==> src/rtl/posit_quire_acc_4_0_pkg.sv <==
// Shared widths and types for the posit(4,0) quire accumulator.
// The quire is a 24-bit two's-complement fixed-point value whose LSB weighs 2^-8.
package posit_defines;
    localparam int QUIRE_W_4_0    = 24;
    localparam int QUIRE_FRAC_4_0 = 8;

    localparam logic [QUIRE_W_4_0-1:0] QUIRE_MAX = {1'b0, {(QUIRE_W_4_0-1){1'b1}}};
    localparam logic [QUIRE_W_4_0-1:0] QUIRE_MIN = {1'b1, {(QUIRE_W_4_0-1){1'b0}}};

    typedef enum logic [1:0] {
        ST_ACC   = 2'd0,
        ST_FLUSH = 2'd1,
        ST_OUT   = 2'd2
    } acc_state_t;
endpackage

==> src/rtl/posit_quire_acc_4_0_align.sv <==
// Places one product (1.ffff * 2^scale) onto the quire grid as a signed term.
module posit_quire_align_4_0
    import posit_defines::*;
(
    input  logic [3:0]             fraction_i,
    input  logic [2:0]             scale_i,
    input  logic                   sign_i,
    input  logic                   zero_i,
    output logic [QUIRE_W_4_0-1:0] term_o
);
    logic [2:0]             w_shift;
    logic [QUIRE_W_4_0-1:0] w_mag;

    // {1,f} has LSB weight 2^-4, i.e. 2^4 quire LSBs, so scale -4..3 maps to shift 0..7.
    assign w_shift = scale_i + 3'd4;
    assign w_mag   = {{(QUIRE_W_4_0-5){1'b0}}, 1'b1, fraction_i} << w_shift;

    always_comb begin
        term_o = w_mag;
        if (zero_i)
            term_o = '0;
        else if (sign_i)
            term_o = -w_mag;
    end
endmodule

==> src/rtl/posit_quire_acc_4_0.sv <==
// Two-stage dot-product accumulator: align register, saturating quire add, and
// an ACC/FLUSH/OUT FSM that presents one result per dot product with valid/ready.
// Handshakes: a transfer happens on a rising edge where valid and ready are both
// high; valid_o and the result hold steady until ready_i is seen.
module posit_quire_acc_4_0
    import posit_defines::*;
(
    input  logic                   clk,
    input  logic                   rst_n,
    input  logic [3:0]             fraction_i,
    input  logic [2:0]             scale_i,
    input  logic                   NaR_i,
    input  logic                   zero_i,
    input  logic                   sign_i,
    input  logic                   valid_i,
    input  logic                   last_i,
    output logic                   ready_o,
    output logic [QUIRE_W_4_0-1:0] quire_o,
    output logic                   NaR_o,
    output logic                   zero_o,
    output logic                   ovf_o,
    output logic                   valid_o,
    input  logic                   ready_i
);
    acc_state_t             r_state, w_next_state;
    logic                   r_s1_valid, r_s1_nar, r_s1_last;
    logic [QUIRE_W_4_0-1:0] r_s1_term;
    logic [QUIRE_W_4_0-1:0] r_quire;
    logic                   r_nar, r_ovf, r_valid_o;

    logic                   w_accept, w_out_hs, w_sat;
    logic [QUIRE_W_4_0-1:0] w_term, w_acc_val;
    logic [QUIRE_W_4_0:0]   w_sum;

    posit_quire_align_4_0 u_align (
        .fraction_i (fraction_i),
        .scale_i    (scale_i),
        .sign_i     (sign_i),
        .zero_i     (zero_i | NaR_i),
        .term_o     (w_term)
    );

    assign ready_o  = (r_state == ST_ACC);
    assign w_accept = valid_i & ready_o;
    assign w_out_hs = r_valid_o & ready_i;

    always_comb begin
        w_next_state = r_state;
        case (r_state)
            ST_ACC:   if (w_accept && last_i) w_next_state = ST_FLUSH;
            ST_FLUSH: if (r_s1_valid && r_s1_last) w_next_state = ST_OUT;
            ST_OUT:   if (w_out_hs) w_next_state = ST_ACC;
            default:  w_next_state = ST_ACC;
        endcase
    end

    // One guard bit detects two's-complement overflow of the 24-bit add.
    assign w_sum     = {r_quire[QUIRE_W_4_0-1], r_quire} + {r_s1_term[QUIRE_W_4_0-1], r_s1_term};
    assign w_sat     = w_sum[QUIRE_W_4_0] ^ w_sum[QUIRE_W_4_0-1];
    assign w_acc_val = w_sat ? (w_sum[QUIRE_W_4_0] ? QUIRE_MIN : QUIRE_MAX)
                             : w_sum[QUIRE_W_4_0-1:0];

    always_ff @(posedge clk or negedge rst_n) begin
        if (!rst_n) begin
            r_state    <= ST_ACC;
            r_s1_valid <= 1'b0;
            r_s1_nar   <= 1'b0;
            r_s1_last  <= 1'b0;
            r_s1_term  <= '0;
            r_quire    <= '0;
            r_nar      <= 1'b0;
            r_ovf      <= 1'b0;
            r_valid_o  <= 1'b0;
        end else begin
            r_state    <= w_next_state;
            r_s1_valid <= w_accept;
            if (w_accept) begin
                r_s1_term <= w_term;
                r_s1_nar  <= NaR_i;
                r_s1_last <= last_i;
            end
            if (w_out_hs) begin
                r_quire   <= '0;
                r_nar     <= 1'b0;
                r_ovf     <= 1'b0;
                r_valid_o <= 1'b0;
            end else begin
                if (r_s1_valid) begin
                    r_quire <= w_acc_val;
                    r_nar   <= r_nar | r_s1_nar;
                    r_ovf   <= r_ovf | w_sat;
                end
                if (r_state == ST_OUT)
                    r_valid_o <= 1'b1;
            end
        end
    end

    assign valid_o = r_valid_o;
    assign NaR_o   = r_nar;
    assign quire_o = r_nar ? QUIRE_MIN : r_quire;
    assign ovf_o   = r_ovf & ~r_nar;
    assign zero_o  = (r_quire == '0) & ~r_nar & ~r_ovf;
endmodule

==> config.mk <==
export PLATFORM = sky130hd
export DESIGN_NAME = posit_quire_acc_4_0
export DESIGN_NICKNAME = d
export VERILOG_FILES = /design/src/rtl/posit_quire_acc_4_0_pkg.sv /design/src/rtl/posit_quire_acc_4_0_align.sv /design/src/rtl/posit_quire_acc_4_0.sv
export SDC_FILE = /design/constraint.sdc
export NUM_CORES = 1
export LEC_CHECK = 0
export ABC_CLOCK_PERIOD_IN_PS = 3600
export BUFFER_PORTS_ARGS = -buffer_cell sky130_fd_sc_hd__buf_2
export CAP_MARGIN = 20
export CORE_MARGIN = 2
export CORE_UTILIZATION = 40
export DETAILED_ROUTE_END_ITERATION = 8
export GPL_TIMING_DRIVEN = 0
export SLEW_MARGIN = 10
export SYNTH_ARGS = -nofsm -noshare
export SYNTH_HDL_FRONTEND = slang
export SYNTH_SLANG_ARGS = --single-unit
export TNS_END_PERCENT = 5
==> constraint.sdc <==
create_clock -name clk -period 3.6 [get_ports clk]
set_input_delay 0.72 -clock clk [delete_from_list [all_inputs] [get_ports clk]]
set_output_delay 0.72 -clock clk [all_outputs]
set_load 0.02 [all_outputs]
# --- Word-level counts from Yosys, hierarchy flattened ---
# Cells that the tools add are included.
totals:
  register_bits: 56
  inputBits: 15
  output_inout_bits: 29
  elab_cells: 53
op_classes:
  add_sub_neg: 3
  n_eq_ne: 5
  shift: 1
  mux: 17
  bitwise: 11
  n_reduce_logical: 7
op_table:
  columns: ["op", "n"]
  rows:
  - ["2-to-1 mux 24 bit", 7]
  - ["adder 24 x 24 -> 25 bit", 1]
  - ["logical NOT 24 bit", 1]
  - ["negator 24 bit", 1]
  - ["<< shifter 5 x 3 -> 24 bit", 1]
  - ["2-to-1 mux 1 bit", 6]
  - ["2-to-1 mux 2 bit", 3]
  - ["one-hot mux 2 bit (3 select lines)", 1]
  - ["AND 1 bit", 5]
  - ["inequality test 2 bit, second input constant", 2]
  - ["nonzero test 2 bit", 2]
  - ["adder 3 bit, second input constant", 1]
  - ["OR 1 bit", 3]
  - ["AND reduction 3 bit", 1]
  - ["equality test 2 x 1 -> 1 bit, second input constant", 1]
  - ["equality test 2 bit, second input constant", 1]
  - ["logical AND 1 bit", 2]
  - ["logical NOT 2 bit", 1]
  - ["inequality test 2 x 1 -> 1 bit, second input constant", 1]
  - ["NOT 1 bit", 2]
  - ["XOR 1 bit", 1]

# --- Logic depth before layout (Yosys ltp) ---
logic_depth:
  ltp_word: 5
  depth_mapped: 11

# --- By module ---
# Synthesis repeated with hierarchy kept, for this count alone.
hier_totals:
  cells_unflattened: 521
  hier_area_um2: 4581.9
by_module_without_submodules:
  columns: ["mod", "n_inst", "cells_per_inst", "area_per_inst_um2", "seq_area_each_um2"]
  rows:
  - ["posit_quire_acc_4_0", 1, 391, 3789.9, 1401.3]
  - ["posit_quire_align_4_0", 1, 130, 792.0, 0.0]

# --- Worst setup path after synthesis ---
# Ideal clock, no wire load.
synth_timing:
  path_type: "flip-flop to flip-flop"
  start: "register r_quire[0]"
  end: "register r_quire[18]"
  arrival_time_ns: 2.581
  t_required_ns: 3.467
  slack_ns: 0.886
  stages_incl_launch_ff: 12
  period_less_slack_ns: 2.714
  cell_sequence: "dfrtp_1 ha_1 fa_1 a211oi_1 o211ai_1 nand4_1 a21bo_1 o221ai_2 a31oi_2 buf_4 maj3_2 a21oi_2"
synth_between:
  elab_chain_cells: 5
  word_cells_on_any_way: 6
  classes_between: "add/sub (1); mux (4); bitwise (1)"
synth_lines:
  columns: ["element", "line", "text"]
  rows:
  - ["start: declaration", "posit_quire_acc_4_0.sv:28", "logic [QUIRE_W_4_0-1:0] r_quire;"]
  - ["start signal: assignment", "posit_quire_acc_4_0.sv:89", "r_quire <= w_acc_val;"]
  - ["adder 24 x 24 -> 25 bit (*)", "posit_quire_acc_4_0.sv:58", "assign w_sum = {r_quire[QUIRE_W_4_0-1], r_quire} + {r_s1_term[QUIRE_W_4_0-1], r_s1_term};"]
  - ["2-to-1 mux 24 bit / XOR 1 bit (equally long branches)", "posit_quire_acc_4_0.sv:60, posit_quire_acc_4_0.sv:59", null]
  - ["2-to-1 mux 24 bit (*)", "posit_quire_acc_4_0.sv:60", "assign w_acc_val = w_sat ? (w_sum[QUIRE_W_4_0] ? QUIRE_MIN : QUIRE_MAX)"]
  - ["2-to-1 mux 24 bit (*)", "posit_quire_acc_4_0.sv:88", "if (r_s1_valid) begin"]
  - ["2-to-1 mux 24 bit (*)", "posit_quire_acc_4_0.sv:82", "if (w_out_hs) begin"]
# Mark *: on every way between the ends. The rest lies on a longest branch, timed or not. The select of a mux whose other input is x is not followed.
# A chain may end at the register's enable or synchronous reset.

# --- Final worst setup path ---
layout_timing:
  start: "register r_s1_term[0]"
  end: "register r_quire[17]"
layout_between:
  elab_chain_cells: 5
  word_cells_on_any_way: 6
  classes_between: "add/sub (1); mux (4); bitwise (1)"
layout_lines:
  columns: ["element", "line", "text"]
  rows:
  - ["start: declaration", "posit_quire_acc_4_0.sv:27", "logic [QUIRE_W_4_0-1:0] r_s1_term;"]
  - ["start signal: assignment", "posit_quire_acc_4_0.sv:78", "r_s1_term <= w_term;"]
  - ["adder 24 x 24 -> 25 bit (*)", "posit_quire_acc_4_0.sv:58", null]
  - ["2-to-1 mux 24 bit / XOR 1 bit (equally long branches)", "posit_quire_acc_4_0.sv:60, posit_quire_acc_4_0.sv:59", null]
  - ["2-to-1 mux 24 bit (*)", "posit_quire_acc_4_0.sv:60", null]
  - ["2-to-1 mux 24 bit (*)", "posit_quire_acc_4_0.sv:88", null]
  - ["2-to-1 mux 24 bit (*)", "posit_quire_acc_4_0.sv:82", null]
# Marked as above.

==> summary.md <==
| Metric | Value |
|---|---|
| Distinct cells, synth | `62` |
| Setup TNS Final | `0 ps` |
| Crit path time final | `3300 ps` |
| Final wirelength | `10.9 mm` |
| I/O pin cnt | `44` |
| Unrepaired setup endpoints after global routing | `no` |
| Post-Syn Area | `4100 µm²` |
| Router iterations before antenna repair | `4` |
| Leakage | `0.00206 µW` |
| Area Growth Syn to Fin | `12.6%` |
| Sequential element share of the synthesized area | `31.8%` |
| Core area | `9860 µm²` |
| Syn avg cell area | `~8.6 µm²` |
| First-pass GRT wire length | `about 18 mm` |
| Number of global-route vias before repair | `3,581` |
| Final ANT Viol Nets | `0` |
| Initial DRC count | `162` |
| Peak supply drop | `0.000480 V` |
| RR Endpoint | `r_quire[17]$_DFFE_PN0P_` |
| Fillers | `a little under 1,000` |
| Synthesis warning total | `0` |
| Die Ht | `105 µm` |
| Synth top area cells | `dfrtp_1 32%, ha_1 7.6%, a21oi_1 6.0%, o21ai_0 5.4%, nand2_1 4.7%` |
| Worst Setup End Kind | `register` |
| H-tree Lvls | `2` |
| Grt total ovfl | `0` |
| Vias | `3,724` |
| Worst slew pin tran | `703 ps` |
| Power density over the cells | `1090 nW/µm²` |
| Die width | `105 µm` |
| Max stage delay on crit path | `440 ps` |
| Seq cells post-synth | `52` |
| Std cell rows | `36` |
| HP Class | `in -> async` |
| Setup Fix Bufs, Post-CTS | `0` |
| Status | `finished, final reports clean` |
| Synth top area share | `31.8%` |
| RePlAce Congestion | `0.977` |
| Synth Flop Type | `dfrtp_1` |
| Clk_skew | `7.90 ps` |
| TritonCTS clock tree | `done` |
| Critical Path End | `r_quire[17]$_DFFE_PN0P_` |
| Synth async-reset ratio | `100%` |
| Max Clock Freq | `303 MHz` |
| Clk buf depth | `2` |
| Post-route DRC | `0` |
| WP data arrival | `3470 ps` |
| Fin. max-slew vios | `0` |
| Relative slew margins | `53.0%` |
| Port bufs | `42` |
| Largest net degree at the start of global routing | `35` |
| Post-CTS Hold Fix Bufs | `0` |
| Initial antenna violation count | `0` |
| Worst-path clk slew | `~100 ps` |
| Final core occ | `46.8%` |
| Initial Utilization | `41.5%` |
| EDFF count, synth | `0` |
| Setup crit start | `r_s1_term[0]$_DFFE_PN0P_` |
| CP required | `3770 ps` |
| Post-DP HPWL | `8.33 mm` |
| Full die area | `11,100 µm²` |
| Routed WL per cell | `16.5 µm` |
| Crit Path Category | `reg -> reg` |
| Final setup vio count | `0` |
| Largest area contributor in the netlist | `dfrtp_1` |
| CTS Sinks | `between 50 and 60` |
| Part of the cycle the worst path needs | `91.6%` |
| Layout cells sized above 1 | `14.7%` |
| Startpoint Class | `register` |
| R2r setup slk | `300 ps` |
| Post-Synthesis Cells | `478` |
| R2R cell count | `11` |
| Net count, final | `569` |
| CTS Buf Count | `5` |
| Antenna cells | `0` |
| Synthesized Nets | `519` |
| Hold Fails Final Rpt | `0` |
| CP Cell Sequence | `ha_1 -> fa_1 -> a211oi_1 -> o211ai_1 -> nand4_1 -> a21bo_1 -> o221ai_2 -> a31oi_2 -> buf_4 -> maj3_2 -> a21oi_1` |
| Root buffer cell | `clkbuf_8` |
| Clk Latency, worst-skew pair | `310 ps` |
| Vias per cell | `5.63` |
| CTS resizes | `0` |
| CP Max Fanout | `10` |
| R2r startpoint | `r_s1_term[0]$_DFFE_PN0P_` |
| Max Cap Viol | `0` |
| CP max-delay cell | `fa_1` |
| Gr usage total | `20.4%` |
## sequential cells by signal (all words and copies together), names as in the netlist
| signal | cells |
|---|---|
| r_quire | 24 |
| valid_o | 1 |
| r_state | 2 |
| r_s1_nar | 1 |
| r_ovf | 1 |
| r_s1_last | 1 |
| r_s1_valid | 1 |
| NaR_o | 1 |
| r_s1_term | 20 |
## worst min-delay path by stage
stage                                endpoint  depth (start not counted)                      start  slack (ps)
global route        r_s1_term[18]$_DFFE_PN0P_                          1                      rst_n         380
floorplan                   NaR_o$_DFFE_PN0P_                          0                      rst_n         420
finish              r_s1_term[18]$_DFFE_PN0P_                          1                      rst_n         340
global placement    r_s1_term[16]$_DFFE_PN0P_                          2  r_s1_term[16]$_DFFE_PN0P_         470
detailed placement     r_state[0]$_DFFE_PN0P_                          1     r_state[1]$_DFFE_PN0P_         470
CTS                 r_s1_term[18]$_DFFE_PN0P_                          1                      rst_n         360
## final cells by class
cell class	count	area, µm²	share of cell area [%]
timing repair buffer	43	230	4.99
buffer	23	111	2.41
multi-input combinational	388	2630	56.9
sequential	52	1300	28.2
clock inverter	2	38.8	0.841
clock buffer	6	82.6	1.79
inverter	15	56.3	1.22
tap	133	166	3.61
## cells in the final DEF, fill, tap and decap left out, types with 4 or more instances in the layout
cell,instances
buf_2,43
a21o_1,8
o21ai_0,44
inv_1,15
nor2_1,24
nand2b_1,5
nand2_1,51
a21oi_1,49
maj3_1,19
nand3_1,10
or2_2,4
nor4_1,8
xnor2_1,16
clkbuf_1,16
ha_1,25
a22o_1,10
nor2b_1,27
a31oi_1,7
dfrtp_1,52
clkbuf_8,6
o211ai_1,5
nor3_1,5
maj3_2,4
mux2i_1,4
xor2_1,11
## cell families (layout without fill, tap and decap cells)
logic type	after synthesis	after routing	synth area share [%]
compound gates	153	153	24.2
xor+xnor	27	27	5.77
fa+ha+maj	49	49	13.9
buf+inv	38	89	4.09
flops	52	52	31.8
mux	7	7	1.80
simple gates	152	152	18.5
## Yosys cell counts, drive strengths merged (11+ instances only)
cell type,instances
dfrtp,52
a21oi,51
nand2,51
o21ai,44
nor2b,27
ha,25
nor2,24
maj3,23
clkbuf,17
xnor2,16
inv,15
xor2,11
## metal layers
layer	global-route usage (%)	part of all wire, %
met5	0	0
met4	5.24	2.1
met3	2.25	4.7
met2	32.9	46
met1	29.1	47
## critical path: cells and delay by family, from the launching register on
family | cells | cell delay (ps)
AO/OA/AOI/OAI | 6 | 1350
adder cells (fa/ha/maj) | 3 | 920
buffers and inverters | 1 | 280
flip-flops | 1 | 430
AND/OR/NAND/NOR | 1 | 160
## power breakdown
part / internal, µW / switching, µW
Combinational: 1490 / 2020
Clock: 228 / 211
Sequential: 836 / 264
## per-stage QoR
stage          hold slack (ps)  instance area [µm²]  cells  worst slack, ps  power, µW
3_3_place_gp               469                 4470    653              414       4510
5_1_grt                    375                 4610    662              139       5500
2_1_floorplan              424                 4100    478              886       3750
6_report                   343                 4610    662              301       5040
3_5_place_dp               473                 4490    654              367       4580
4_1_cts                    356                 4610    662              325       5040
No activity file was read; power rests on OpenSTA's default activity.
